[config.mk]
export PLATFORM = sky130hd
export DESIGN_NAME = cruise_alu_flat
export DESIGN_NICKNAME = d
export VERILOG_FILES = /design/src/rtl/cruise_alu_if.sv /design/src/rtl/cruise_alu.sv /design/src/flat_wrapper.sv
export SDC_FILE = /design/constraint.sdc
export NUM_CORES = 1
export LEC_CHECK = 0
export ABC_AREA = 1
export CORE_ASPECT_RATIO = 0.7
export CORE_MARGIN = 8
export CORE_UTILIZATION = 25
export CTS_BUF_LIST = sky130_fd_sc_hd__clkbuf_4
export CTS_CLUSTER_SIZE = 10
export DETAILED_ROUTE_END_ITERATION = 6
export HOLD_SLACK_MARGIN = 0.12
export MAX_ROUTING_LAYER = met4
export PLACE_DENSITY = 0.47
export SLEW_MARGIN = 10
export SYNTH_ARGS = -nofsm -noshare
export SYNTH_HDL_FRONTEND = slang
export SYNTH_SLANG_ARGS = --single-unit
[constraint.sdc]
create_clock -name clock -period 0.8 [get_ports clock]
set_clock_uncertainty 0.2 [all_clocks]
set_input_delay 0.08 -clock clock [delete_from_list [all_inputs] [get_ports clock]]
set_output_delay 0.08 -clock clock [all_outputs]
set_load 0.05 [all_outputs]
[src/rtl/cruise_alu_if.sv]
// Operand/result bundle between the cruise-control FSM and its ALU.
// The master side drives the mode and the two speeds, and the slave side returns
// the registered flags and the result speed.
interface cruise_alu_if #(
    parameter int WIDTH = 8
);
    logic [1:0]       mode;
    logic [WIDTH-1:0] d_speed;
    logic [WIDTH-1:0] c_speed;
    logic             G;
    logic             EQ;
    logic             L;
    logic [WIDTH-1:0] out_speed;

    modport master (
        output mode, d_speed, c_speed,
        input  G, EQ, L, out_speed
    );

    modport slave (
        input  mode, d_speed, c_speed,
        output G, EQ, L, out_speed
    );
endinterface

[src/rtl/cruise_alu.sv]
// Registered compare/arithmetic unit for the cruise-control datapath.
// Each edge it registers the d_speed vs c_speed magnitude flags together with a
// new speed chosen by mode: pass-through, saturating add, saturating subtract,
// or a single step toward the set-point. The latency is one cycle, and the
// only state is the output registers.
module cruise_alu #(
    parameter int WIDTH = 8
) (
    input  logic         clock,
    input  logic         reset,
    cruise_alu_if.slave  bus
);
    localparam logic [1:0] MODE_CMP  = 2'b00;
    localparam logic [1:0] MODE_ADD  = 2'b01;
    localparam logic [1:0] MODE_SUB  = 2'b10;
    localparam logic [1:0] MODE_STEP = 2'b11;

    logic             w_gt;
    logic             w_eq;
    logic             w_lt;
    logic [WIDTH:0]   w_sum;
    logic [WIDTH-1:0] w_add;
    logic [WIDTH-1:0] w_sub;
    logic [WIDTH-1:0] w_step;
    logic [WIDTH-1:0] w_next;

    logic             r_g;
    logic             r_eq;
    logic             r_l;
    logic [WIDTH-1:0] r_out;

    // Unsigned magnitude compare. Exactly one of the three flags is true.
    assign w_gt = (bus.d_speed >  bus.c_speed);
    assign w_eq = (bus.d_speed == bus.c_speed);
    assign w_lt = (bus.d_speed <  bus.c_speed);

    // The add keeps the carry so an overflow clamps to all-ones instead of wrapping.
    assign w_sum = {1'b0, bus.c_speed} + {1'b0, bus.d_speed};
    assign w_add = w_sum[WIDTH] ? {WIDTH{1'b1}} : w_sum[WIDTH-1:0];

    // The subtract clamps to zero when the current speed exceeds the set-point.
    assign w_sub = w_lt ? {WIDTH{1'b0}} : (bus.d_speed - bus.c_speed);

    // The step moves only strictly toward d_speed, so it can never wrap at 0 or max.
    assign w_step = w_gt ? (bus.c_speed + WIDTH'(1)) :
                    w_lt ? (bus.c_speed - WIDTH'(1)) :
                           bus.c_speed;

    // Select the result for this edge from the mode.
    always_comb begin
        w_next = bus.c_speed;
        case (bus.mode)
            MODE_CMP:  w_next = bus.c_speed;
            MODE_ADD:  w_next = w_add;
            MODE_SUB:  w_next = w_sub;
            MODE_STEP: w_next = w_step;
            default:   w_next = bus.c_speed;
        endcase
    end

    // Flags and result load on the same edge. Reset clears them at once.
    always_ff @(posedge clock or posedge reset) begin
        if (reset) begin
            r_g   <= 1'b0;
            r_eq  <= 1'b0;
            r_l   <= 1'b0;
            r_out <= '0;
        end else begin
            r_g   <= w_gt;
            r_eq  <= w_eq;
            r_l   <= w_lt;
            r_out <= w_next;
        end
    end

    assign bus.G         = r_g;
    assign bus.EQ        = r_eq;
    assign bus.L         = r_l;
    assign bus.out_speed = r_out;
endmodule

[src/flat_wrapper.sv]
// flat-port wrapper written by rule: the top's interface ports become plain ports
module cruise_alu_flat 
#(
    parameter int WIDTH = 8
)
  (clock, reset, bus_mode, bus_d_speed, bus_c_speed, bus_G, bus_EQ, bus_L, bus_out_speed);
  cruise_alu_if #(.WIDTH(WIDTH)) bus_i ();
  input  logic clock;
  input  logic reset;
  input wire logic [$bits(bus_i.mode)-1:0] bus_mode;
  input wire logic [$bits(bus_i.d_speed)-1:0] bus_d_speed;
  input wire logic [$bits(bus_i.c_speed)-1:0] bus_c_speed;
  output wire logic [$bits(bus_i.G)-1:0] bus_G;
  output wire logic [$bits(bus_i.EQ)-1:0] bus_EQ;
  output wire logic [$bits(bus_i.L)-1:0] bus_L;
  output wire logic [$bits(bus_i.out_speed)-1:0] bus_out_speed;
  assign bus_i.mode = bus_mode;
  assign bus_i.d_speed = bus_d_speed;
  assign bus_i.c_speed = bus_c_speed;
  assign bus_G = bus_i.G;
  assign bus_EQ = bus_i.EQ;
  assign bus_L = bus_i.L;
  assign bus_out_speed = bus_i.out_speed;
  cruise_alu #(.WIDTH(WIDTH)) u_core (.clock(clock), .reset(reset), .bus(bus_i));
endmodule
==> out/metrics.yaml, run 1 <==
cp-start-kind: "input pin"
crit_top_cell: "nand2_2"
design.portCount: 31
numCtsBuffers: 3
drc_errors: 0
root_buffer: "clkbuf_4"
start_util_pct: 25.30
critPathMaxFanout: 8
avgSynthCellArea_sq_um: 6.230
synth_top_cell_area_share_pct: 20.43
nets: 441
clock_path_buffers: 2
grt_pass1_wl_mm: 11.34
antenna_left: 0
postPlaceCellArea_sq_um: 2940
synth_edf_count: 0
num_vias: 2186
syn_to_final_growth_pct: 79.09
synthTopCellsByArea: "nand2_1, dfrtp_1, ha_1"
routed_wl_mm: 6.622
tightest_slew_ns: 0.5478
stdcell_area_sq_um: 3258
ys_types: 35
portBuffers: 30
core_area_sq_um: 7189
antenna_found_initial: 0
status: "finished, violations left"
hp-class: "input pin to asynchronous set/reset pin"
die_h_microns: 87.37
cp-endpoint: "u_core.bus.out_speed[5]"
ir_worst_vdd_v: 0.0004683
cpPeakStageDelay_ns: 0.36
power_density_nw_per_um2: 1143
ys.warnings.count: 0
layout-drive-gt1-share_pct: 46.00
cp.required_ns: 0.74
cp_cell_sequence: "buf_12 -> ha_4 -> fa_2 -> inv_2 -> nand3_2 -> nand2_4 -> nand2_4 -> nand2_8 -> buf_6 -> nand2_2 -> nand2_2 -> nand2_2 -> nand3_2 -> nand4_1"
fmax_mhz: 619.4
cts_tree: "yes"
pre_cts_ws_ns: -1.788
layout_setup_ws_ns: -0.8146
grt_max_degree: 12
crit_slowest_cell: "fa_2"
hpwl_mm: 5.515
routed_via_density: 4.390
diodes: 0
drt_iter0_markers: 115
setup_violations: 22
clkTransAtPathRegs_ns: 0.08
yosysSeqAreaShare_pct: 15.13
htreeDepth: 1
worst_hold_slack_ns: -0.1006
synth_common_cells: "nand2_1, inv_1, nand3_1"
timing.final.crit_share_pct: 201.8
arrival_ns: 1.56
grt_pass1_vias: 2270
grt_overflow: 0
async_reset_ff_share_pct: 100.0
path_class: "input pin to flip-flop"
gp_congestion: 0.9027
post-route-min-period_ns: 1.615
cts_sinks: 11
slew_violations: 0
violations: "hold timing, setup timing"
grt_use_total_pct: 13.88
firstDrtPassIters: 4
hold_viol: 14
synth_area_sq_um: 1819
die-area_sq_um: 10310
end_kind: "flip-flop"
synthFlopType: "dfrtp_1"
synthMostInstantiatedCell: "nand2_1"
postLayoutCoreUtil_pct: 45.32
wl_per_cell_microns: 13.30
max-cap-violations: 0
synth_nets: 332
critPathLaunch: "bus_c_speed[0]"
max_slew_margin_pct: 63.35
synth.largest_area_cell: "nand2_1"
synth_seq_cells: 11
p_leak_uw: 0.001643
synthCells: 292
fp-row-count: 26
rsz0062_at_grt: "true"
die_w_microns: 118.0
per-stage QoR:
stage	TNS, ns	std cells	total power, uW
global route	-12.37	498	3994
finish	-11.29	498	3724
global placement	-17.90	482	3013
CTS	-11.48	498	3699
detailed placement	-18.05	482	3017
floorplan	-8.833	292	1910
layout make-up:
| class | instances | area (sq um) |
|---|---|---|
| fill | 740 | 3931 |
| multi-input combinational | 231 | 1544 |
| timing repair buffer | 111 | 1089 |
| sequential | 11 | 287.8 |
| inverter | 43 | 185.2 |
| tap | 98 | 122.6 |
| clock buffer | 4 | 30.03 |
repair_timing:
action                                  4_1_cts  5_1_grt
endpoints found under the hold margin        18       17
buffers inserted                             12        0
pin swaps                                    29        6
endpoints found under the setup margin       22       22
resized for setup                           119       12
placed cells by master, fill, tap and decap left out, drive strengths merged, types with 3 or more instances in the layout:
cell type / count
ha: 18
dfrtp: 11
inv: 41
buf: 104
clkbuf: 6
nor2: 22
clkdlybuf4s50: 3
a21oi: 11
nand4: 14
o21ai: 5
nand2: 108
nand3: 31
xor2: 8
where the power goes:
part	switching, uW	leakage, uW	internal [uW]	total (uW)
clock network	206	0.0000184	227	433
logic	1310	0.00150	1270	2580
registers	69.5	0.000123	645	714
total	1580	0.00164	2140	3720
layer usage:
metal  part of all wire, %  track usage, %
met1                    50           19.33
met2                    45           21.98
met3                   4.6           1.749
met4                  0.27          0.6944
met5                     0               -
critical path, delay by kind of cell:
kind	cells	cell delay, ns
buffers and inverters	3	0.29
adder cells (fa/ha/maj)	2	0.51
AND/OR/NAND/NOR	9	0.68
flip-flops by register name, indices dropped and copies added, names as in the netlist:
name,count
u_core.bus.EQ,1
u_core.bus.G,1
u_core.bus.L,1
u_core.bus.out_speed,8
kinds of logic (layout without fill, tap and decap cells):
family	count (synthesis)	count (layout)	share of synthesized area (%)
buffers and inverters	50	158	12.24
AOI/OAI and AO/OA	21	21	7.703
adders and majority gates	20	20	14.58
DFF	11	11	15.13
xor gates and xnor gates	9	9	4.333
and+or+nand+nor	181	181	46.01
worst min-delay path by stage:
stage / start / endpoint / slack (ns) / depth (start not counted)
6_report: reset / u_core.bus.out_speed[0] / -0.10 / 3
2_1_floorplan: reset / u_core.bus.out_speed[6] / -0.27 / 1
3_5_place_dp: reset / u_core.bus.EQ / 0.20 / 3
3_3_place_gp: reset / u_core.bus.EQ / 0.20 / 3
5_1_grt: reset / u_core.bus.out_speed[0] / -0.09 / 3
4_1_cts: reset / u_core.bus.EQ / -0.1 / 3
Note: power is estimated with default switching activity, not from simulation.
==> run 2: changes to the inputs <==
ABC_AREA = 0   (was 1)
CORE_MARGIN = 3   (was 8)
==> run 2 against run 1 <==
Net effect:
- the run still ends with hold timing, setup timing left
- worst hold slack better by 0.0075 ns
- cell count down 19%
- combinational power about the same
- sequential share of layout area down 0.14 points
- clock-buffer cell count unchanged
- power down 0.72%
- first-iteration DRC count up 11%
- clock power down 4%
- critical path depth down 4
- critical path type unchanged
- critical endpoint is now u_core.bus.out_speed[7]
==> out/metrics.yaml, run 2 <==
cts_tree: "yes"
htreeDepth: 1  # unchanged
synthCells: 204  # -30%
p_total_uw: 3697  # -0.72%
grt_pass1_wl_mm: 11.17  # -1.5%
multi_input_area_sq_um: 1583  # +2.5%
grt_pass1_vias: 2162  # -4.8%
hpwl_mm: 5.331  # -3.4%
ys.warnings.count: 0  # unchanged
ys_types: 58  # +66%
postLayoutCoreUtil_pct: 55.02  # +9.7 points
design.portCount: 31  # unchanged
numCtsBuffers: 3  # unchanged
clock_path_buffers: 2  # unchanged
yosysSeqAreaShare_pct: 16.83  # +1.7 points
syn_to_final_growth_pct: 102.4
fmax_mhz: 452.4  # -27%
diodes: 0  # unchanged
violations: "hold timing, setup timing"
slew_violations: 0  # unchanged
final_cell_mix: "buf_4, buf_6, nor2_1"
hp-class: "input pin to asynchronous set/reset pin"
critPathMaxFanout: 4  # -4
wl_per_cell_microns: 17.18  # +29%
p_switching_uw: 1514  # -4.3%
cts_sinks: 11  # unchanged
num_vias: 2097  # -4.1%
portBuffers: 30  # unchanged
setup_violations: 22  # unchanged
core_area_sq_um: 6015  # -16%
start_util_pct: 27.19  # +1.9 points
layout_setup_ws_ns: -1.410  # -0.5958 ns
grt_overflow: 0  # unchanged
avgSynthCellArea_sq_um: 8.016  # +29%
power_frac_seq_pct: 18.9  # -0.3 points
routed_wl_mm: 6.956  # +5.0%
synth_edf_count: 0  # unchanged
timing.final.crit_share_pct: 276.3  # +74 points
stdcell_area_sq_um: 3309  # +1.6%
grt_use_total_pct: 19.38  # +5.5 points
gp_congestion: 0.9022  # about the same
antenna_found_initial: 0  # unchanged
layout-drive-gt1-share_pct: 58.79  # +13 points
cp-start-kind: "input pin"
status: "finished, violations left"
arrival_ns: 2.18  # +0.62 ns
largest_register_ffs: 8  # unchanged
fp-row-count: 23  # -12%
path_class: "input pin to flip-flop"
firstDrtPassIters: 4  # unchanged
end_kind: "flip-flop"
root_buffer: "clkbuf_4"
die_w_microns: 102.7  # -13%
max-cap-violations: 0  # unchanged
final_common_cell: "buf_4"
post-route-min-period_ns: 2.210  # +0.5958 ns
power_density_nw_per_um2: 1117  # -2.3%
max_slew_margin_pct: 72.33  # +9.0 points
synthTopCellsByArea: "dfrtp_1, ha_1, nor2_1"
die_h_microns: 73.67  # -16%
p_clk_share_pct: 11.2  # -0.4 points
synth_area_sq_um: 1635  # -10%
tightest_slew_ns: 0.4123  # -0.1354 ns
clkTransAtPathRegs_ns: 0.08  # about the same
synth_common_cells: "nor2_1, ha_1, inv_1"
p_leak_uw: 0.001416  # -14%
synth_top_cell_area_share_pct: 16.83  # -3.6 points
die-area_sq_um: 7563  # -27%
hold_viol: 11  # -3
p_int_uw: 2183  # +1.9%
postPlaceCellArea_sq_um: 2798  # -4.9%
antenna_left: 0  # unchanged
setup_tns_ns: -16.62  # -5.326 ns
pwr-share-comb_pct: 69.9  # +0.7 points
synthMostInstantiatedCell: "nor2_1"
async_reset_ff_share_pct: 100.0  # unchanged
grt_max_degree: 15  # +3
synth_seq_cells: 11  # unchanged
synth_nets: 244  # -27%
routed_via_density: 5.178  # +18%
fillCellCount: 537  # -27%
register_area_sq_um: 287.8  # unchanged
rsz0062_at_grt: "true"
synthFlopType: "dfrtp_1"
drt_iter0_markers: 128  # +11%
synth.largest_area_cell: "dfrtp_1"
nets: 371  # -16%
drc_errors: 0  # unchanged
ir_worst_vdd_v: 0.0004234  # -9.6%
worst_hold_slack_ns: -0.09310  # +0.007475 ns
cp.required_ns: 0.77  # +0.03 ns
p_sw_share_pct: 40.94  # -1.5 points
-- run 2: cells by family after synthesis --
logic type / after synthesis / share of synthesized area (%)
compound gates: 71 / 31.83
xor+xnor: 9 / 4.820
fa+ha+maj: 20 / 16.22
buf+inv: 27 / 8.186
flops: 11 / 16.83
mux: 2 / 1.301
simple gates: 64 / 20.81
-- run 2: final timing paths --
check / start / cells past startpoint / slack, ns / to
min in group clock: bus_c_speed[7] / 4 / 0.06 / u_core.bus.out_speed[7]
max: bus_d_speed[0] / 10 / -1.41 / u_core.bus.out_speed[7]
max in group asynchronous: reset / 3 / 0.36 / u_core.bus.out_speed[4]
min: reset / 3 / -0.09 / u_core.bus.out_speed[0]
-- run 2: layout make-up --
| class | instances | share of cell area (%) |
|---|---|---|
| sequential | 11 | 8.696 |
| inverter | 18 | 2.873 |
| clock buffer | 4 | 0.9074 |
| timing repair buffer | 131 | 36.86 |
| multi-input combinational | 166 | 47.83 |
| tap | 75 | 2.836 |
-- run 2: timing repair --
action / in CTS / in global routing
pin swaps: 29 / 24
cloned: 0 / 0
setup buffers: 13 / 8
endpoints found under the setup margin: 22 / 22
endpoints found under the hold margin: 12 / 13
gates resized for setup: 94 / 33
-- run 2: power by group through the flow --
stage	Clock (uW)	Sequential, uW	Combinational [uW]
6_report	414	699	2580
3_3_place_gp	0	713	2130
5_1_grt	469	708	2750
3_5_place_dp	0	714	2110
4_1_cts	422	702	2410
2_1_floorplan	0	932	788
-- run 2: layer usage --
| layer | up-vias | GRT usage, % | share of wire [%] |
|---|---|---|---|
| met5 | - | - | 0 |
| met3 | 11 | 3.416 | 5.5 |
| li1 | 1021 | - | - |
| met4 | 0 | 3.493 | 1.3 |
| met1 | 997 | 27.48 | 50 |
| met2 | 68 | 29.11 | 43 |
-- run 2: per-stage QoR --
stage          setup slack (ns)  hold slack, ns  std cells
6_report                 -1.410        -0.09310        405
5_1_grt                  -1.449        -0.08201        405
4_1_cts                  -1.503        -0.08543        400
3_5_place_dp             -2.252          0.2050        383
3_3_place_gp             -2.207          0.2018        383
2_1_floorplan            -1.456         -0.2682        204
-- run 2: worst max-delay path, cell delays in order --
cell	delay, ns
buf_12	0.09
inv_12	0.03
ha_4	0.15
fa_2	0.39
nand2b_4	0.16
a211o_4	0.35
a2111oi_2	0.43
a41oi_2	0.08
o311a_1	0.31
o211ai_1	0.10
